`src/rtl/pc_ctrl_if.sv`:
```
// Fetch-stage next-PC bus: D-stage/CP0 control in, PC_F/NPC and redirect status out.
interface pc_ctrl_if #(
    parameter int unsigned SEL_W = 3
);
    logic             Stall;
    logic             Req;
    logic [31:0]      EPC;
    logic [31:0]      PC_D;
    logic [25:0]      imm26;
    logic [31:0]      EXT;
    logic [31:0]      RD1;
    logic [31:0]      RD2;
    logic [SEL_W-1:0] nPC_sel;
    logic             brz_sel;
    logic [31:0]      PC_F;
    logic [31:0]      NPC;
    logic             flush;
    logic             ExcAdEL_F;
    logic             taken;

    // Decoder/CP0 side
    modport master (
        output Stall, Req, EPC, PC_D, imm26, EXT, RD1, RD2, nPC_sel, brz_sel,
        input  PC_F, NPC, flush, ExcAdEL_F, taken
    );

    // PC unit side
    modport slave (
        input  Stall, Req, EPC, PC_D, imm26, EXT, RD1, RD2, nPC_sel, brz_sel,
        output PC_F, NPC, flush, ExcAdEL_F, taken
    );
endinterface

```
`src/rtl/pc_ctrl.sv`:
```
// F-stage PC register and next-PC selection (sequential, branch, jump, eret, exception),
// with a retry state for an eret held off by a D-stage stall.
module pc_ctrl #(
    parameter logic [31:0] RESET_PC   = 32'h0000_3000,
    parameter logic [31:0] HANDLER_PC = 32'h0000_4180,
    parameter logic [31:0] TEXT_LO    = 32'h0000_3000,
    parameter logic [31:0] TEXT_HI    = 32'h0000_6ffc,
    parameter int unsigned SEL_W      = 3
) (
    input  logic       clk,
    input  logic       reset,
    pc_ctrl_if.slave   bus
);

    localparam logic [SEL_W-1:0] SEL_PC4  = SEL_W'(0);
    localparam logic [SEL_W-1:0] SEL_J    = SEL_W'(1);
    localparam logic [SEL_W-1:0] SEL_JR   = SEL_W'(2);
    localparam logic [SEL_W-1:0] SEL_BEQ  = SEL_W'(3);
    localparam logic [SEL_W-1:0] SEL_BNE  = SEL_W'(4);
    localparam logic [SEL_W-1:0] SEL_BLEZ = SEL_W'(5);
    localparam logic [SEL_W-1:0] SEL_BGTZ = SEL_W'(6);
    localparam logic [SEL_W-1:0] SEL_ERET = SEL_W'(7);

    typedef enum logic {
        RUN       = 1'b0,
        ERET_WAIT = 1'b1
    } state_e;

    state_e      state_q, state_d;
    logic [31:0] pc_q, pc_d;

    logic signed [31:0] rs_s, rt_s;
    logic [31:0] pc_plus4_c, br_target_c, j_target_c, sel_npc_c;
    logic        br_cond_c, sel_xfer_c, sel_eret_c;
    logic        flush_c, taken_c;

    assign rs_s = $signed(bus.RD1);
    assign rt_s = $signed(bus.RD2);

    // Branch condition; brz_sel turns blez/bgtz into bltz/bgez
    always_comb begin
        br_cond_c = 1'b0;
        case (bus.nPC_sel)
            SEL_BEQ:  br_cond_c = (rs_s == rt_s);
            SEL_BNE:  br_cond_c = (rs_s != rt_s);
            SEL_BLEZ: br_cond_c = bus.brz_sel ? (rs_s < 32'sd0)  : (rs_s <= 32'sd0);
            SEL_BGTZ: br_cond_c = bus.brz_sel ? (rs_s >= 32'sd0) : (rs_s > 32'sd0);
            default:  br_cond_c = 1'b0;
        endcase
    end

    // Target chosen by the D-stage instruction alone
    always_comb begin
        pc_plus4_c  = pc_q + 32'd4;
        br_target_c = bus.PC_D + 32'd4 + (bus.EXT << 2);
        j_target_c  = {bus.PC_D[31:28], bus.imm26, 2'b00};
        sel_npc_c   = pc_plus4_c;
        sel_xfer_c  = 1'b0;
        sel_eret_c  = 1'b0;
        case (bus.nPC_sel)
            SEL_PC4: sel_npc_c = pc_plus4_c;
            SEL_J: begin
                sel_npc_c  = j_target_c;
                sel_xfer_c = 1'b1;
            end
            SEL_JR: begin
                sel_npc_c  = bus.RD1;
                sel_xfer_c = 1'b1;
            end
            SEL_BEQ, SEL_BNE, SEL_BLEZ, SEL_BGTZ: begin
                if (br_cond_c) begin
                    sel_npc_c  = br_target_c;
                    sel_xfer_c = 1'b1;
                end
            end
            SEL_ERET: begin
                sel_npc_c  = bus.EPC;
                sel_xfer_c = 1'b1;
                sel_eret_c = 1'b1;
            end
            default: sel_npc_c = pc_plus4_c;
        endcase
    end

    // Priority: Req > Stall > pending eret > D-stage selection
    always_comb begin
        pc_d    = sel_npc_c;
        state_d = state_q;
        flush_c = 1'b0;
        taken_c = 1'b0;

        if (!bus.Stall) begin
            taken_c = (state_q == ERET_WAIT) ? 1'b1 : sel_xfer_c;
        end

        if (bus.Req) begin
            pc_d    = HANDLER_PC;
            state_d = RUN;
        end else if (bus.Stall) begin
            pc_d = pc_q;
            if (state_q == RUN && sel_eret_c) begin
                state_d = ERET_WAIT;
            end
        end else if (state_q == ERET_WAIT) begin
            pc_d    = bus.EPC;
            flush_c = 1'b1;
            state_d = RUN;
        end else begin
            flush_c = sel_eret_c;
        end
    end

    always_ff @(posedge clk or posedge reset) begin
        if (reset) begin
            pc_q    <= RESET_PC;
            state_q <= RUN;
        end else begin
            pc_q    <= pc_d;
            state_q <= state_d;
        end
    end

    assign bus.PC_F      = pc_q;
    assign bus.NPC       = pc_d;
    assign bus.flush     = flush_c;
    assign bus.taken     = taken_c;
    assign bus.ExcAdEL_F = (pc_q[1:0] != 2'b00) || (pc_q < TEXT_LO) || (pc_q > TEXT_HI);

endmodule

```
`src/flat_wrapper.sv`:
```
// flat-port wrapper written by rule: the top's interface ports become plain ports
module pc_ctrl_flat 
#(
    parameter logic [31:0] RESET_PC   = 32'h0000_3000,
    parameter logic [31:0] HANDLER_PC = 32'h0000_4180,
    parameter logic [31:0] TEXT_LO    = 32'h0000_3000,
    parameter logic [31:0] TEXT_HI    = 32'h0000_6ffc,
    parameter int unsigned SEL_W      = 3
)
  (clk, reset, bus_Stall, bus_Req, bus_EPC, bus_PC_D, bus_imm26, bus_EXT, bus_RD1, bus_RD2, bus_nPC_sel, bus_brz_sel, bus_PC_F, bus_NPC, bus_flush, bus_ExcAdEL_F, bus_taken);
  pc_ctrl_if #(.SEL_W(SEL_W)) bus_i ();
  input  logic clk;
  input  logic reset;
  input wire logic [$bits(bus_i.Stall)-1:0] bus_Stall;
  input wire logic [$bits(bus_i.Req)-1:0] bus_Req;
  input wire logic [$bits(bus_i.EPC)-1:0] bus_EPC;
  input wire logic [$bits(bus_i.PC_D)-1:0] bus_PC_D;
  input wire logic [$bits(bus_i.imm26)-1:0] bus_imm26;
  input wire logic [$bits(bus_i.EXT)-1:0] bus_EXT;
  input wire logic [$bits(bus_i.RD1)-1:0] bus_RD1;
  input wire logic [$bits(bus_i.RD2)-1:0] bus_RD2;
  input wire logic [$bits(bus_i.nPC_sel)-1:0] bus_nPC_sel;
  input wire logic [$bits(bus_i.brz_sel)-1:0] bus_brz_sel;
  output wire logic [$bits(bus_i.PC_F)-1:0] bus_PC_F;
  output wire logic [$bits(bus_i.NPC)-1:0] bus_NPC;
  output wire logic [$bits(bus_i.flush)-1:0] bus_flush;
  output wire logic [$bits(bus_i.ExcAdEL_F)-1:0] bus_ExcAdEL_F;
  output wire logic [$bits(bus_i.taken)-1:0] bus_taken;
  assign bus_i.Stall = bus_Stall;
  assign bus_i.Req = bus_Req;
  assign bus_i.EPC = bus_EPC;
  assign bus_i.PC_D = bus_PC_D;
  assign bus_i.imm26 = bus_imm26;
  assign bus_i.EXT = bus_EXT;
  assign bus_i.RD1 = bus_RD1;
  assign bus_i.RD2 = bus_RD2;
  assign bus_i.nPC_sel = bus_nPC_sel;
  assign bus_i.brz_sel = bus_brz_sel;
  assign bus_PC_F = bus_i.PC_F;
  assign bus_NPC = bus_i.NPC;
  assign bus_flush = bus_i.flush;
  assign bus_ExcAdEL_F = bus_i.ExcAdEL_F;
  assign bus_taken = bus_i.taken;
  pc_ctrl #(.RESET_PC(RESET_PC), .HANDLER_PC(HANDLER_PC), .TEXT_LO(TEXT_LO), .TEXT_HI(TEXT_HI), .SEL_W(SEL_W)) u_core (.clk(clk), .reset(reset), .bus(bus_i));
endmodule
```
`config.mk`:
```
export PLATFORM = sky130hd
export DESIGN_NAME = pc_ctrl_flat
export DESIGN_NICKNAME = d
export VERILOG_FILES = /design/src/rtl/pc_ctrl_if.sv /design/src/rtl/pc_ctrl.sv /design/src/flat_wrapper.sv
export SDC_FILE = /design/constraint.sdc
export NUM_CORES = 1
export LEC_CHECK = 0
export BUFFER_PORTS_ARGS = -buffer_cell sky130_fd_sc_hd__buf_4
export CORE_MARGIN = 5
export CORE_UTILIZATION = 35
export CTS_BUF_LIST = sky130_fd_sc_hd__clkbuf_16
export DETAILED_ROUTE_END_ITERATION = 10
export GPL_ROUTABILITY_DRIVEN = 0
export MAX_ROUTING_LAYER = met4
export PLACE_DENSITY = 0.7
export SLEW_MARGIN = 25
export SYNTH_ARGS = -nofsm -noshare
export SYNTH_HDL_FRONTEND = slang
export SYNTH_SLANG_ARGS = --single-unit
```
`constraint.sdc`:
```
create_clock -name clk -period 5.2 [get_ports clk]
set_clock_uncertainty 0.2 [all_clocks]
set_input_delay 0.26 -clock clk [delete_from_list [all_inputs] [get_ports clk]]
set_output_delay 0.26 -clock clk [all_outputs]
set_load 0.02 [all_outputs]
```
Word level (Yosys, flattened, before mapping). Cells that the tools add are included.

$add $sub $neg: 3. $lt $le $gt $ge: 6. Equal/unequal tests: 10. Muxes and demuxes: 19. Bitwise gates (word level): 1. Reductions and logical operators: 7.

Operators with widths (number): $pmux 32 s5 (1); $mux 32 (4); $add 32x3->32 const B (2); $add 32x32->32 (1); $eq 32x32->1 (1); $ge 32x1->1 const B (1); $gt 32x1->1 const B (1); $gt 32x15->1 const B (1); $le 32x1->1 const B (1); $lt 32x1->1 const B (1); $lt 32x14->1 const B (1); $ne 32x32->1 (1); $eq 3x3->1 const B (4); $mux 1 (12); $eq 3x2->1 const B (2); $pmux 1 s4 (1); $reduce_or 4->1 (1); $eq 3x1->1 const B (1); $logic_not 3->1 (1); $ne 3x1->1 const B (1); $reduce_or 3->1 (1); $logic_or 1x1->1 (2); $pmux 1 s2 (1); $reduce_bool 2->1 (1); other kinds (2) (2).

Register bits: 33. Bits of input ports: 194. Word-level logic and storage cells: 48.

Longest topological paths before layout. Gate-level depths: netlist of run 1.

Word-level depth: 8. Depth in mapped cells: 14. Depth with buffers taken out: 14.

Worst setup path before layout of run 1. Ideal clock, no wire load.

Path type: input -> output. Start point: in bus_EXT[1]. End point: out bus_NPC[11]. Arrival time: 2.948 ns. Required time: 4.740 ns. Setup slack: 1.792 ns. Stages on the path: 12. Path through: ha_1 > ha_1 > inv_1 > fa_1 > nand2b_1 > a21o_1 > a21boi_0 > o21a_1 > or3_1 > nand3_1 > a221o_1 > a221oi_1.

Word-level cells in the longest chain between the ends: 6.

RTL lines: from (decl) (RTL line flat_wrapper.sv:19) `input wire logic [$bits(bus_i.EXT)-1:0] bus_EXT;`; $add 32x32->32 (RTL line pc_ctrl.sv:55) `br_target_c = bus.PC_D + 32'd4 + (bus.EXT << 2);`; $mux 32 (RTL line pc_ctrl.sv:71) `if (br_cond_c) begin`; $pmux 32 s5 (RTL line pc_ctrl.sv:60) `case (bus.nPC_sel)`; $mux 32 (RTL line pc_ctrl.sv:104) `end else if (state_q == ERET_WAIT) begin`; $mux 32 (RTL line pc_ctrl.sv:99) `end else if (bus.Stall) begin`; $mux 32 (RTL line pc_ctrl.sv:96) `if (bus.Req) begin`; to (decl) (RTL line flat_wrapper.sv:25) `output wire logic [$bits(bus_i.NPC)-1:0] bus_NPC;`.

Every way passes these cells.

Worst setup path after layout of run 1.
Start point: in bus_RD1[27]. End point: out bus_NPC[24].

Word-level cells in the longest chain between the ends: 8. Elaborated cells on any way between the ends: 14.

RTL lines: from (decl) (RTL line flat_wrapper.sv:20) `input wire logic [$bits(bus_i.RD1)-1:0] bus_RD1;`; $gt 32x1->1, or another cell as far along (RTL line pc_ctrl.sv:47) `SEL_BGTZ: br_cond_c = bus.brz_sel ? (rs_s >= 32'sd0) : (rs_s > 32'sd0);`; $mux 1 (on tied branches) (RTL line pc_ctrl.sv:47, pc_ctrl.sv:46); $pmux 1 s4 * (RTL line pc_ctrl.sv:43) `case (bus.nPC_sel)`; $mux 32 * (RTL line pc_ctrl.sv:71); $pmux 32 s5 * (RTL line pc_ctrl.sv:60); $mux 32 * (RTL line pc_ctrl.sv:104); $mux 32 * (RTL line pc_ctrl.sv:99); $mux 32 * (RTL line pc_ctrl.sv:96).

Every way passes the cells marked *; elsewhere a longest branch is shown, timed or not.

==> impl.org, run 1 <==
** Flow run
- Max-cap violations in this run came to 0.

** Clocking
- CTS saw 33 sinks.
- Root buffer cell :: sky130_fd_sc_hd__clkbuf_16
- Maximum clock path buffer count :: 2
- Clock-pin slew was measured on the worst setup and hold paths at 0.05 ns.
- Clock latency on the worst-skew pair, taken at its later pin, is 0.29 ns.
- Post-CTS setup buffer count :: 0
- CTS tree :: built
- In this run, CTS created clock tree buffers numbering 5.
- Max H-tree Level :: 2

** Yosys
- In this run, synthesis inferred 0 flip-flops with an integrated enable.
- Synth Area per Inst :: 7.32 um^2
- Counting every instance in the synthesized netlist gives 811.
- In the synthesized netlist the dominant register cell turns out to be sky130_fd_sc_hd__dfrtp_1.
- Of the synthesized area, sequential elements account for 14.0%.
- FF+latch count, synth :: 33
- Count of unique library cells instantiated by Yosys :: 73
- Mapped Nets :: 1064
- For this run, the number of Yosys warnings is 0.
- The synthesized netlist occupies a cell area of 0.00593 mm^2.
- In the synthesized netlist the async set-or-reset flop fraction comes to 100%.

** Setup path
- The worst register-to-register path ends at u_core.bus.PC_F[30].
- Cell at the slowest stage of the critical path :: sky130_fd_sc_hd__or3_1
- Buf+Inv Stages, Crit Path :: 3
- Data required time at the worst endpoint :: 4.74 ns
- In this design, the stage delay of the slowest critical-path cell is 0.67 ns.
- The signal on the critical path passes through buf_4, nor4_1, nand4_1, o31ai_4, mux2i_1, or3_1, buf_4, nor3_1, a311oi_1, a211oi_1, buf_4.
- Arrival time of data at the critical path endpoint :: 3.59 ns
- Crit-path max FO :: 16
- In this run the register-to-register setup slack is 2.24 ns.
- Category of the most critical setup path :: input pin to output pin
- Worst r2r path cells :: 8
- Kind of end point of the critical path :: output pin
- The cell that appears most often on the critical path is sky130_fd_sc_hd__buf_4.
- The worst setup path is launched from an input pin.
- The startpoint identified for the worst register-to-register timing path is u_core.bus.PC_F[12].
- Grouping stages by cell kind, the critical path spends the most delay in simple AND/OR/NAND/NOR gates.

** Outcome
- The flow ran to the end, and the final reports show no timing, DRC or antenna violations.

** STA
- Highest clock rate :: 247 MHz
- Worst-margin pin slew :: 0.939 ns
- Min Clock Period, post-route :: 4.05 ns
- Post-route fraction of the period consumed by the critical path :: 77.9%
- Setup violations remaining at the end of the flow were counted as 0.
- The final hold violation count is 0.
- Setup repair after global routing left no endpoint under its margin.
- Total negative setup slack :: 0 ns
- The number of slew-limit violations in the final report is 0.
- Headroom to the max-slew limit came out at 37.4%.

** Global routing
- Vias in the first global route :: 7018
- In the global route stage, met3 resource usage came out at 5.01%.
- Wire length of the first global-routing pass :: 39.2 mm
- After global routing, the most crowded layer is met2.
- Number of antenna violations at the first check in global routing :: 0
- Entering global routing, the biggest net connects 45 pins.
- Total routing resource utilization after global routing :: 25.8%
- For this run the aggregate overflow at the end of global routing stands at 0.
- In the global route stage, met2 resource usage came out at 40.4%.
- In the global route stage, met1 resource usage came out at 34.4%.

** Die
- The floorplan step set the die width to 140 um.
- Core Box Area :: 0.0166 mm^2
- Measured along the y axis, the die boundary spans 140 um.
- Die area :: 0.0197 mm^2
- Row cnt :: 47
- Initial Utilization :: 35.8%
- Number of top-level pins :: 261

** Pwr
- Across the VDD grid, the largest voltage drop is 0.108 mV.
- Reg power frac :: 22.6%
- In this run the power density over the cells is 176 mW/mm^2.
- Internal power summed over all cells :: 0.000817 W
- The analysis attributes to cell leakage a power of 3.74 nW.
- In this run, the clock network consumes 20.1% of the power.
- Switching power :: 0.000618 W
- Combinational Power Share :: 57.2%
- Net switching is 43.0% of the power.

** Min path
- Hold WC Path Type :: input pin to flip-flop
- Worst hold stages :: 3
- Capture endpoint of the worst hold path :: u_core.bus.PC_F[13]
- Worst Hold Launch :: bus_EPC[13]

** Detailed routing
- The first TritonRoute pass finished after 5 iterations.
- Vias :: 7352
- Wires add up to 26.3 mm.
- Average routed wire per standard cell :: 20.9 um
- In the routed design, unresolved DRC markers number 0.
- After detailed routing, the number of vias per cell comes to 5.85.
- After the first detailed-routing iteration, the DRC count stood at 684.
- Number of antenna-violating nets in the routed design :: 0

** Finish
- Measured on the finished design, the core utilization comes to 49.2%.
- 0 antenna diodes ended up in the layout.
- Number of nets at the end of the flow :: 1289
- Fillers :: 1682
- Cells with a size suffix above 1 make up 28.4% of the layout.
- From synthesis to final layout, the design area changed by 37.5%.

** Placement
- Hpwl dp :: 21.2 mm
- In this run the tool buffered the top-level ports with 258 buffer cells.
-- cells by family (layout without fill, tap and decap cells) --
| family | count (synthesis) | after routing | synth area share [%] |
|---|---|---|---|
| AOI/OAI and AO/OA | 297 | 297 | 33.3 |
| and+or+nand+nor | 253 | 253 | 21.3 |
| adders and majority gates | 59 | 59 | 12.6 |
| xor gates and xnor gates | 79 | 79 | 11.7 |
| DFF | 33 | 33 | 14.0 |
| muxes | 9 | 9 | 1.56 |
| buffers and inverters | 81 | 307 | 5.59 |
-- synth_stat cells, drive strengths merged (10+ instances only) --
master	instances	area share [%]
a211oi	16	2.3
a21boi	10	1.3
a21o	20	2.5
a21oi	78	6.6
a22oi	19	2.4
a31oi	12	1.3
and3	14	1.5
clkbuf	42	2.7
dfrtp	31	13
ha	58	12
inv	30	1.9
nand2	63	4.0
nand3	29	2.4
nand4	16	1.7
nor2	46	2.9
nor3	31	2.9
nor4	25	2.7
o21a	15	1.9
o21ai	50	4.2
o22ai	18	1.9
xnor2	26	3.8
xor2	53	7.8
-- worst max path at each step --
stage                           start          end  depth (start not counted)
after floorplan            bus_EXT[1]  bus_NPC[11]                         12
after global placement    bus_RD1[27]  bus_NPC[24]                         11
after detailed placement  bus_RD1[27]  bus_NPC[24]                         11
after CTS                 bus_RD1[27]  bus_NPC[24]                         11
after global routing      bus_RD1[27]  bus_NPC[24]                         11
final                     bus_RD1[27]  bus_NPC[24]                         11
-- registers in the layout, summed over array words and instances (netlist names) --
| signal | cells |
|---|---|
| u_core.state_q | 1 |
| u_core.bus.PC_F | 32 |
-- through the flow --
| step | instances | power (W) | setup slack, ns | hold WS [ns] | area, um^2 |
|---|---|---|---|---|---|
| 4_1_cts | 1257 | 0.00143 | 1.26 | 0.0868 | 8160 |
| 6_report | 1257 | 0.00143 | 1.15 | 0.0995 | 8160 |
| 5_1_grt | 1257 | 0.00152 | 1.09 | 0.113 | 8160 |
| 3_3_place_gp | 1248 | 0.00113 | 1.31 | 0.200 | 8010 |
| 3_5_place_dp | 1248 | 0.00114 | 1.28 | 0.204 | 8010 |
| 2_1_floorplan | 811 | 0.000796 | 1.79 | 0.187 | 5930 |
-- tightest hold or removal path: stages --
cell and delay [ns]:
sky130_fd_sc_hd__buf_4 0.11, sky130_fd_sc_hd__o22ai_1 0.12, sky130_fd_sc_hd__nor3_1 0.08
-- final cells by class --
type | count | area (um^2) | area share, %
Clock buffer | 5 | 125 | 1.53
Clock inverter | 3 | 11.3 | 0.138
Inverter | 32 | 120 | 1.47
Multi-Input combinational cell | 697 | 4790 | 58.7
Sequential cell | 33 | 828 | 10.2
Tap cell | 220 | 275 | 3.37
Timing Repair Buffer | 267 | 2010 | 24.6
-- power by group through the flow --
stage	clock [W]	sequential, W	combinational [W]
after floorplan	0	0.000336	0.000460
after global placement	0	0.000326	0.000807
after detailed placement	0	0.000327	0.000811
after CTS	0.000293	0.000322	0.000817
after global routing	0.000304	0.000328	0.000892
final	0.000289	0.000325	0.000821
-- metal layers --
metal,vias up,wire length (um)
met5,-,0
li1,3536,-
met2,357,12200
met1,3420,11000
met3,39,2380
met4,0,637
-- cells in the final DEF (no fill, tap or decap), types with 4 or more instances in the layout --
cell type                   instances
sky130_fd_sc_hd__or3_1              5
sky130_fd_sc_hd__a21oi_1           78
sky130_fd_sc_hd__nand2_1           63
sky130_fd_sc_hd__nor3_2             5
sky130_fd_sc_hd__and3_1            14
sky130_fd_sc_hd__nor3_1            26
sky130_fd_sc_hd__nor2b_1            4
sky130_fd_sc_hd__a21o_1            20
sky130_fd_sc_hd__o21bai_1           7
sky130_fd_sc_hd__inv_1             32
sky130_fd_sc_hd__o21a_1            15
sky130_fd_sc_hd__nand3_1           29
sky130_fd_sc_hd__xor2_1            53
sky130_fd_sc_hd__o22ai_1           18
sky130_fd_sc_hd__a22oi_1           19
sky130_fd_sc_hd__o221ai_1           5
sky130_fd_sc_hd__a221o_1            4
sky130_fd_sc_hd__clkbuf_16          5
sky130_fd_sc_hd__a31oi_1           12
sky130_fd_sc_hd__nor4_1            24
sky130_fd_sc_hd__mux2i_1            7
sky130_fd_sc_hd__a221oi_1           9
sky130_fd_sc_hd__nand4_1           16
sky130_fd_sc_hd__ha_1              58
sky130_fd_sc_hd__o21ai_0           49
sky130_fd_sc_hd__a21boi_0          10
sky130_fd_sc_hd__xnor2_1           25
sky130_fd_sc_hd__o211ai_1           5
sky130_fd_sc_hd__nand2b_1           7
sky130_fd_sc_hd__a211oi_1          13
sky130_fd_sc_hd__nor2_1            46
sky130_fd_sc_hd__buf_4            266
sky130_fd_sc_hd__dfrtp_1           31
-- repair_timing --
item	in CTS	in global routing
hold buffers	1	0
hold endpoints to repair	31	0
resized for setup	0	0
Power figures use the tool's default switching activity.
==> inputs of run 2 (changes only) <==
Settings changed: ABC_AREA set to 1, PLACE_DENSITY 0.7 to 0.71.
Clock period 5.2 ns to 3.4 ns, I/O delays scaled along.
==> run 2 against run 1 <==
Clock power grew 79%. Via count is 22% higher. First-iteration DRC count is 32% higher. Register-to-register slack got worse by 1.4 ns. Final cell count is 30% higher. Highest routed layer unchanged.
==> impl.org, run 2 <==
** Outcome
- The run finished with clean final reports.

** Min path
- The worst hold path belongs to the class input pin to flip-flop.

** Yosys
- Synthesis produced 1162 cells.
- Yosys attributes the largest share of cell area to sky130_fd_sc_hd__nand2_1, sky130_fd_sc_hd__dfrtp_1, sky130_fd_sc_hd__ha_1, sky130_fd_sc_hd__a21oi_1, sky130_fd_sc_hd__inv_1.
- In the synthesized netlist the dominant register cell turns out to be sky130_fd_sc_hd__dfrtp_1.
- Cell type with the highest aggregate area in the netlist :: sky130_fd_sc_hd__nand2_1
- Sequential share of the synthesized area :: 12.5%
- Number of warnings issued by yosys :: 0
- Counting distinct cell types in the post-synthesis netlist gives 46.
- The synthesized netlist occupies a cell area of 0.00662 mm^2.
- Most used standard cell by instance count after synthesis :: sky130_fd_sc_hd__nand2_1
- By count the netlist is led by sky130_fd_sc_hd__nand2_1, sky130_fd_sc_hd__a21oi_1, sky130_fd_sc_hd__inv_1, sky130_fd_sc_hd__nor2_1, sky130_fd_sc_hd__nand3_1.
- Mapped Nets :: 1415
- Synth Area per Inst :: 5.69 um^2
- Share of the synthesized area in the top cell type :: 19.9%
- Post-synth EDFFs :: 0
- Counting flops and latches in the post-synthesis netlist gives 33.
- Async S/R FF share, synth :: 100%

** Setup path
- At the worst endpoint, the required time is 3.03 ns.
- Crit-path max FO :: 5
- Category of cells accounting for the largest share of critical-path delay :: simple AND/OR/NAND/NOR gates
- The worst setup path is captured at an output pin.
- The number of buffers and inverters on the critical path is 2.
- Arrival time of data at the critical path endpoint :: 2.77 ns
- The slowest stage of the critical path belongs to the cell sky130_fd_sc_hd__dfrtp_1.
- By instance count, the cell type seen most on the critical path is sky130_fd_sc_hd__nand2_1.
- The signal on the critical path passes through ha_1, inv_1, nor3_4, nand2_1, nor2_2, nand2_1, o21bai_2, nand3_1, nand3_1, nand2_1, nand2_1, nand2_1, a21oi_1, buf_4.
- Worst path max stage delay :: 0.44 ns
- The worst setup path is of the flip-flop to output pin kind.
- Launching element type of the critical path :: flip-flop

** Pwr
- The worst-case IR drop observed on VDD is 0.163 mV.
- In this run the static leakage power is 4.74 nW.
- Power Density :: 263 mW/mm^2
- Total power for the finished layout comes to 0.00237 W.

** Die
- The initial utilization of the core area, before any placement, comes to 35.5%.
- Core Box Area :: 0.0186 mm^2
- In this run the horizontal extent of the chip is 147 um.
- Row generation in the floorplan step produced 50 rows.
- Number of top-level pins :: 261
- From bottom edge to top edge, the die measures 147 um.
- Die area :: 0.0218 mm^2

** Clocking
- Max H-tree Level :: 2
- Root buffer cell :: sky130_fd_sc_hd__clkbuf_16
- Number of clock sinks seen by CTS :: 33
- TritonCTS built the clock tree.
- Clock-pin slew on the worst setup and hold paths :: 0.06 ns
- Maximum clock path buffer count :: 2
- CTS buffer count :: 5
- Worst-skew pair later-pin latency :: 0.29 ns

** STA
- The worst pin sits at a relative slew slack of 37.3%.
- At the pin with the least slew margin, the transition time is 0.939 ns.
- Setup total negative slack on the finished layout was measured at 0 ns.
- Fin. Hold Viols :: 0
- The worst path uses 92.5% of the clock period.
- Min Clock Period, post-route :: 3.14 ns
- Setup repair after global routing left no endpoint under its margin.
- Setup violations remaining at the end of the flow were counted as 0.
- Count of final max-slew check failures :: 0
- On the final layout, the worst hold slack is 0.0615 ns.
- Derived from the worst setup path, the maximum achievable clock frequency is 318 MHz.

** Global routing
- Vias in the first global route :: 8409
- Global routing consumed, over all layers together, 26.8% of the routing resources.
- The first global-routing pass estimated 45.3 mm of wire.
- GRT Residual Overflow :: 0
- The number of antenna violations at the first check in global routing was 0.
- Maximum number of pins on one net before global-route repair :: 58

** Finish
- The post-route netlist has 21.9% of its cells at a drive strength greater than 1.
- Signed area change from the synthesized netlist to the final layout :: 36.2%
- The filler cells instantiated in the layout total 2020.
- In the layout the commonest cells are sky130_fd_sc_hd__nand2_1, sky130_fd_sc_hd__buf_4, sky130_fd_sc_hd__a21oi_1.
- Most common cell after layout, fill and taps aside :: sky130_fd_sc_hd__nand2_1
- Number of nets at the end of the flow :: 1656
- Flip-flop count of the largest register, all copies and words added :: 32
- Ant diodes :: 0

** Detailed routing
- Average routed wire per standard cell :: 17.8 um
- Via-to-Cell Ratio :: 5.47
- After the first detailed-routing iteration, the DRC count stood at 903.
- In this run the remaining antenna-violating nets after routing total 0.
- Before antenna repair, the detailed router went through 6 iterations.
- Post-route DRC :: 0
- The routed design has 29.2 mm of wire.
- The final route contains 8956 vias.

** Placement
- Count of buffers inserted at the top-level ports :: 258
- Hpwl dp :: 24.2 mm

** Flow run
- Max Cap Violations :: 0
==> run 2: cell types whose count changed after synthesis, sizes merged, moves of 17 or more <==
cell and delta:
nand2 +290, a21o -18, nor2 +67, nor4 -21, nand3 +58, xor2 -26, o22ai -17, a21oi +54
inv +97
==> run 2: cell families (layout without fill, tap and decap cells) <==
logic type               Yosys count  in the layout  synth area share [%]
AND/OR/NAND/NOR                  620            620                  39.5
AO/OA/AOI/OAI                    228            228                  19.5
buffers and inverters            168            410                  9.99
adder cells (fa/ha/maj)           59             59                  11.3
XOR/XNOR                          54             54                  7.15
flip-flops                        33             33                  12.5
==> run 2: what timing repair did <==
item                       in CTS  in global routing
buffers inserted                0                  0
resized for setup               0                  5
hold buffers                    2                  0
hold endpoints to repair       35                  0
setup endpoints to repair       0                  5
==> run 2: worst paths after layout <==
check | start | end | slack, ns | cells past startpoint
min | bus_EPC[4] | u_core.bus.PC_F[4] | 0.06 | 3
max | u_core.bus.PC_F[3] | bus_NPC[20] | 0.26 | 14
min in group asynchronous | reset | u_core.bus.PC_F[6] | 0.33 | 4
max reg2reg | u_core.bus.PC_F[3] | u_core.bus.PC_F[20] | 0.80 | 13
max in group asynchronous | reset | u_core.bus.PC_F[13] | 2.32 | 4
min reg2reg | u_core.bus.PC_F[14] | u_core.bus.PC_F[14] | 0.45 | 2
==> run 2: tightest hold or removal path: cells and delay by family <==
| kind | cells | cell delay [ns] |
|---|---|---|
| AOI/OAI and AO/OA | 2 | 0.23 |
| buffers and inverters | 1 | 0.09 |
==> run 2: stage by stage <==
stage,std cells,utilization [%],worst slack (ns),instance area [um^2]
floorplan,1162,-,0.691,6620
global placement,1628,47.2,0.220,8800
detailed placement,1628,47.2,0.198,8800
CTS,1638,48.2,0.189,8980
global route,1638,48.3,0.00200,9010
finish,1638,48.3,0.255,9010
==> run 2: power by group <==
part | leakage, nW | internal [W] | switching (W) | total [W]
clock network | 0.0826 | 0.000340 | 0.000176 | 0.000516
logic | 4.24 | 0.000558 | 0.000808 | 0.00137
registers | 0.418 | 0.000428 | 0.0000621 | 0.000490
==> run 2: layout make-up <==
| cell class | instances | area (um^2) | share of cell area [%] |
|---|---|---|---|
| clock inverters | 3 | 37.5 | 0.417 |
| repair buffers | 274 | 2070 | 23.0 |
| inverters | 128 | 480 | 5.33 |
| clock buffers | 5 | 125 | 1.39 |
| multi-input cells | 961 | 5170 | 57.4 |
| well taps | 234 | 293 | 3.25 |
| flip-flops and latches | 33 | 828 | 9.19 |
==> run 2: routing by layer <==
layer	vias to the layer above	track usage [%]	share of wire [%]
met5	-	-	0
met1	3998	34.6	41
li1	4349	-	-
met2	566	44.8	47
met4	0	4.61	2.0
met3	43	4.69	11
==> inputs of run 3 (changes only) <==
Settings changed: SETUP_SLACK_MARGIN set to 0.3.
==> run 3 against run 2 <==
Maximum frequency rose by 5.3%. Combinational power rose by 3%. Core utilization rose by 1.1 points. Flip-flop and latch count did not move. Wire length rose by 0.99%. Critical path type is now input pin to output pin. Clock power barely moved. Worst setup slack improved by 0.16 ns. Critical path depth rose by 1. Register-to-register slack improved by 0.15 ns. Largest power group unchanged. Global-route usage barely moved. Worst hold slack got worse by 0.0059 ns.
==> impl.org, run 3 (synthesis results as in run 2) <==
** Global routing
- GR Layer Usage met1 :: 34.6%
- Global routing used 4.84% of the available met3 tracks.
- Peak-usage layer in the global routing report :: met2
- Entering global routing, the biggest net connects 58 pins.
- Met2 global-route usage :: 44.7%
- The number of antenna violations at the first check in global routing came to 0.
- Wire length of the first global-routing pass :: 45.4 mm
- Vias in the first global route :: 8410
- After global routing the overflow that remains totals 0.
- Total routing resource utilization after global routing :: 26.8%

** Pwr
- In this run the power density over the cells is 262 mW/mm^2.
- Across the VDD grid, the largest voltage drop is 0.166 mV.
- In this run the static leakage power is 4.79 nW.

** Finish
- Signed area change from the synthesized netlist to the final layout :: 39.4%
- Ant diodes :: 0
- The library cell used most frequently in the layout, excluding fill and tap cells, is sky130_fd_sc_hd__nand2_1.
- Leading cell types in the layout, fill and taps excluded :: sky130_fd_sc_hd__nand2_1, sky130_fd_sc_hd__buf_4, sky130_fd_sc_hd__inv_1
- Counting the fill cells in the layout gives 1992.
- Flip-flop count of the largest register, all copies and words added :: 32
- Non-filler instance count after layout :: 1646
- Layout cell share with drive strength beyond 1 :: 24.9%
- Final Instance Area :: 0.00922 mm^2
- At the end of the flow, the number of nets in the layout was 1664.

** Clocking
- In this run the deepest clock path goes through 2 buffers.
- The clock net in this run drives a total of 33 sinks.
- CTS buffer count :: 5
- Max H-tree Level :: 2
- Root buffer cell :: sky130_fd_sc_hd__clkbuf_16
- CTS tree :: built
- Worst-skew pair later-pin latency :: 0.29 ns
- After clock tree synthesis, the clock-pin slew on the worst setup and hold paths is 0.06 ns.

** Min path
- Capture endpoint of the worst hold path :: u_core.bus.PC_F[4]
- Hold WC Path Type :: input pin to flip-flop
- Worst Hold Launch :: bus_EPC[4]
- Worst hold stages :: 3

** STA
- The tightest hold path in the finished design has a slack of 0.0556 ns.
- Based on the critical path, the design can be clocked at up to 335 MHz.
- Post-route fraction of the period consumed by the critical path :: 87.8%
- Headroom to the max-slew limit came out at 35.9%.
- Count of endpoints failing setup in the final report :: 0
- RSZ-0062 raised after global routing :: yes
- Min Clock Period, post-route :: 2.99 ns
- Total negative setup slack :: 0 ns
- The number of slew-limit violations in the final report was 0.
- The final hold violation count came to 0.
- Worst-margin pin slew :: 0.961 ns

** Detailed routing
- Via-to-Cell Ratio :: 5.50
- First DRT Iteration DRCs :: 951
- Average routed wire per standard cell :: 17.9 um
- Post-route DRC :: 0
- The detail route stage leaves a number of antenna-violating nets equal to 0.
- Summing over every cut layer, the via total after detailed routing is 9054.
- 1st-pass router iterations :: 6
- Wires add up to 29.5 mm.

** Setup path
- The worst setup path is launched from an input pin.
- Launch point of the worst reg-to-reg path :: u_core.bus.PC_F[13]
- Data required time at the worst endpoint :: 3.03 ns
- Worst reg2reg setup slack :: 0.95 ns
- Category of the most critical setup path :: input pin to output pin
- Worst r2r path cells :: 11
- Of all nets on the critical path, the largest fanout is 4.
- STA classifies the critical path endpoint as an output pin.
- Arrival time of data at the critical path endpoint :: 2.62 ns
- In this run the critical register-to-register path is captured at u_core.bus.PC_F[14].

** Placement
- The number of placed instances, taps included, is 1628.
- Count of buffers inserted at the top-level ports :: 258
- Detailed placement finished with a half-perimeter wire length of 24.2 mm.
- Total placed instance area :: 0.00880 mm^2

** Die
- Width of the die :: 147 um
- The region available for standard cell placement spans 0.0186 mm^2.
- Initial Utilization :: 35.5%
- Row cnt :: 50
- In this run the count of I/O pins placed on the die edge is 261.
- Die area :: 0.0218 mm^2
- The die is 147 um tall.

** Flow run
- Max Cap Violations :: 0

** Outcome
- The flow ran to the end, and the final reports show no timing, DRC or antenna violations.
==> run 3: cell count changes in the layout (fill, tap and decap cells not counted), sizes merged <==
cell,before,now
buf,272,280
==> run 3: worst max path at each step <==
| stage | from | to | slack (ns) | cells after the start |
|---|---|---|---|---|
| 2_1_floorplan | bus_EXT[1] | bus_NPC[31] | 0.69 | 18 |
| 3_3_place_gp | bus_EXT[1] | bus_NPC[31] | 0.22 | 20 |
| 3_5_place_dp | bus_PC_D[3] | bus_NPC[31] | 0.20 | 20 |
| 4_1_cts | bus_PC_D[3] | bus_NPC[31] | 0.31 | 20 |
| 5_1_grt | bus_PC_D[2] | bus_NPC[27] | 0.27 | 22 |
| 6_report | bus_EXT[3] | bus_NPC[14] | 0.41 | 15 |
==> run 3: cell type report <==
| cell class | count | area [um^2] | area share [%] |
|---|---|---|---|
| multi-input cells | 961 | 5310 | 57.6 |
| clock buffers | 5 | 125 | 1.36 |
| clock inverters | 3 | 37.5 | 0.407 |
| inverters | 128 | 480 | 5.21 |
| well taps | 234 | 293 | 3.18 |
| flip-flops and latches | 33 | 831 | 9.01 |
| repair buffers | 282 | 2140 | 23.2 |
==> run 3: per-layer routing <==
metal / vias to the layer above / part of all wire [%] / wire length [um]
met5: - / 0 / 0
met4: 0 / 2.2 / 646
met3: 57 / 9.9 / 2920
met2: 548 / 47 / 13800
met1: 4093 / 41 / 12100
li1: 4356 / - / -
==> run 3: power breakdown <==
part           switching [W]  leakage (nW)  internal [W]
sequential         0.0000628         0.415      0.000428
clock               0.000178        0.0826      0.000341
combinational       0.000828          4.30      0.000577
==> run 3: metrics by stage <==
step                      utilization, %  setup slack, ns  total power [W]
after floorplan                        -            0.691          0.00127
after global placement              47.2            0.220          0.00184
after detailed placement            47.2            0.198          0.00184
final                               49.4            0.413          0.00242
after global routing                49.4            0.271          0.00259
after CTS                           48.4            0.305          0.00237
==> run 3: worst max-delay path: stages <==
cell and delay, ns:
sky130_fd_sc_hd__buf_4 0.11, sky130_fd_sc_hd__ha_1 0.29, sky130_fd_sc_hd__ha_1 0.36, sky130_fd_sc_hd__a21oi_1 0.25
sky130_fd_sc_hd__o21ai_2 0.11, sky130_fd_sc_hd__nand2_1 0.08, sky130_fd_sc_hd__nand2_1 0.09, sky130_fd_sc_hd__nand2_1 0.08
sky130_fd_sc_hd__nand2_1 0.14, sky130_fd_sc_hd__xor2_1 0.21, sky130_fd_sc_hd__a21oi_1 0.23, sky130_fd_sc_hd__nand2_1 0.07
sky130_fd_sc_hd__o21ai_1 0.16, sky130_fd_sc_hd__nand2_1 0.09, sky130_fd_sc_hd__buf_4 0.16
==> run 3: timing repair <==
action | CTS | global route
pin swaps | 1 | 16
buffers inserted | 0 | 8
setup endpoints to repair | 10 | 21
hold buffers | 2 | 0
endpoints found under the hold margin | 35 | 0
gates resized for setup | 9 | 36
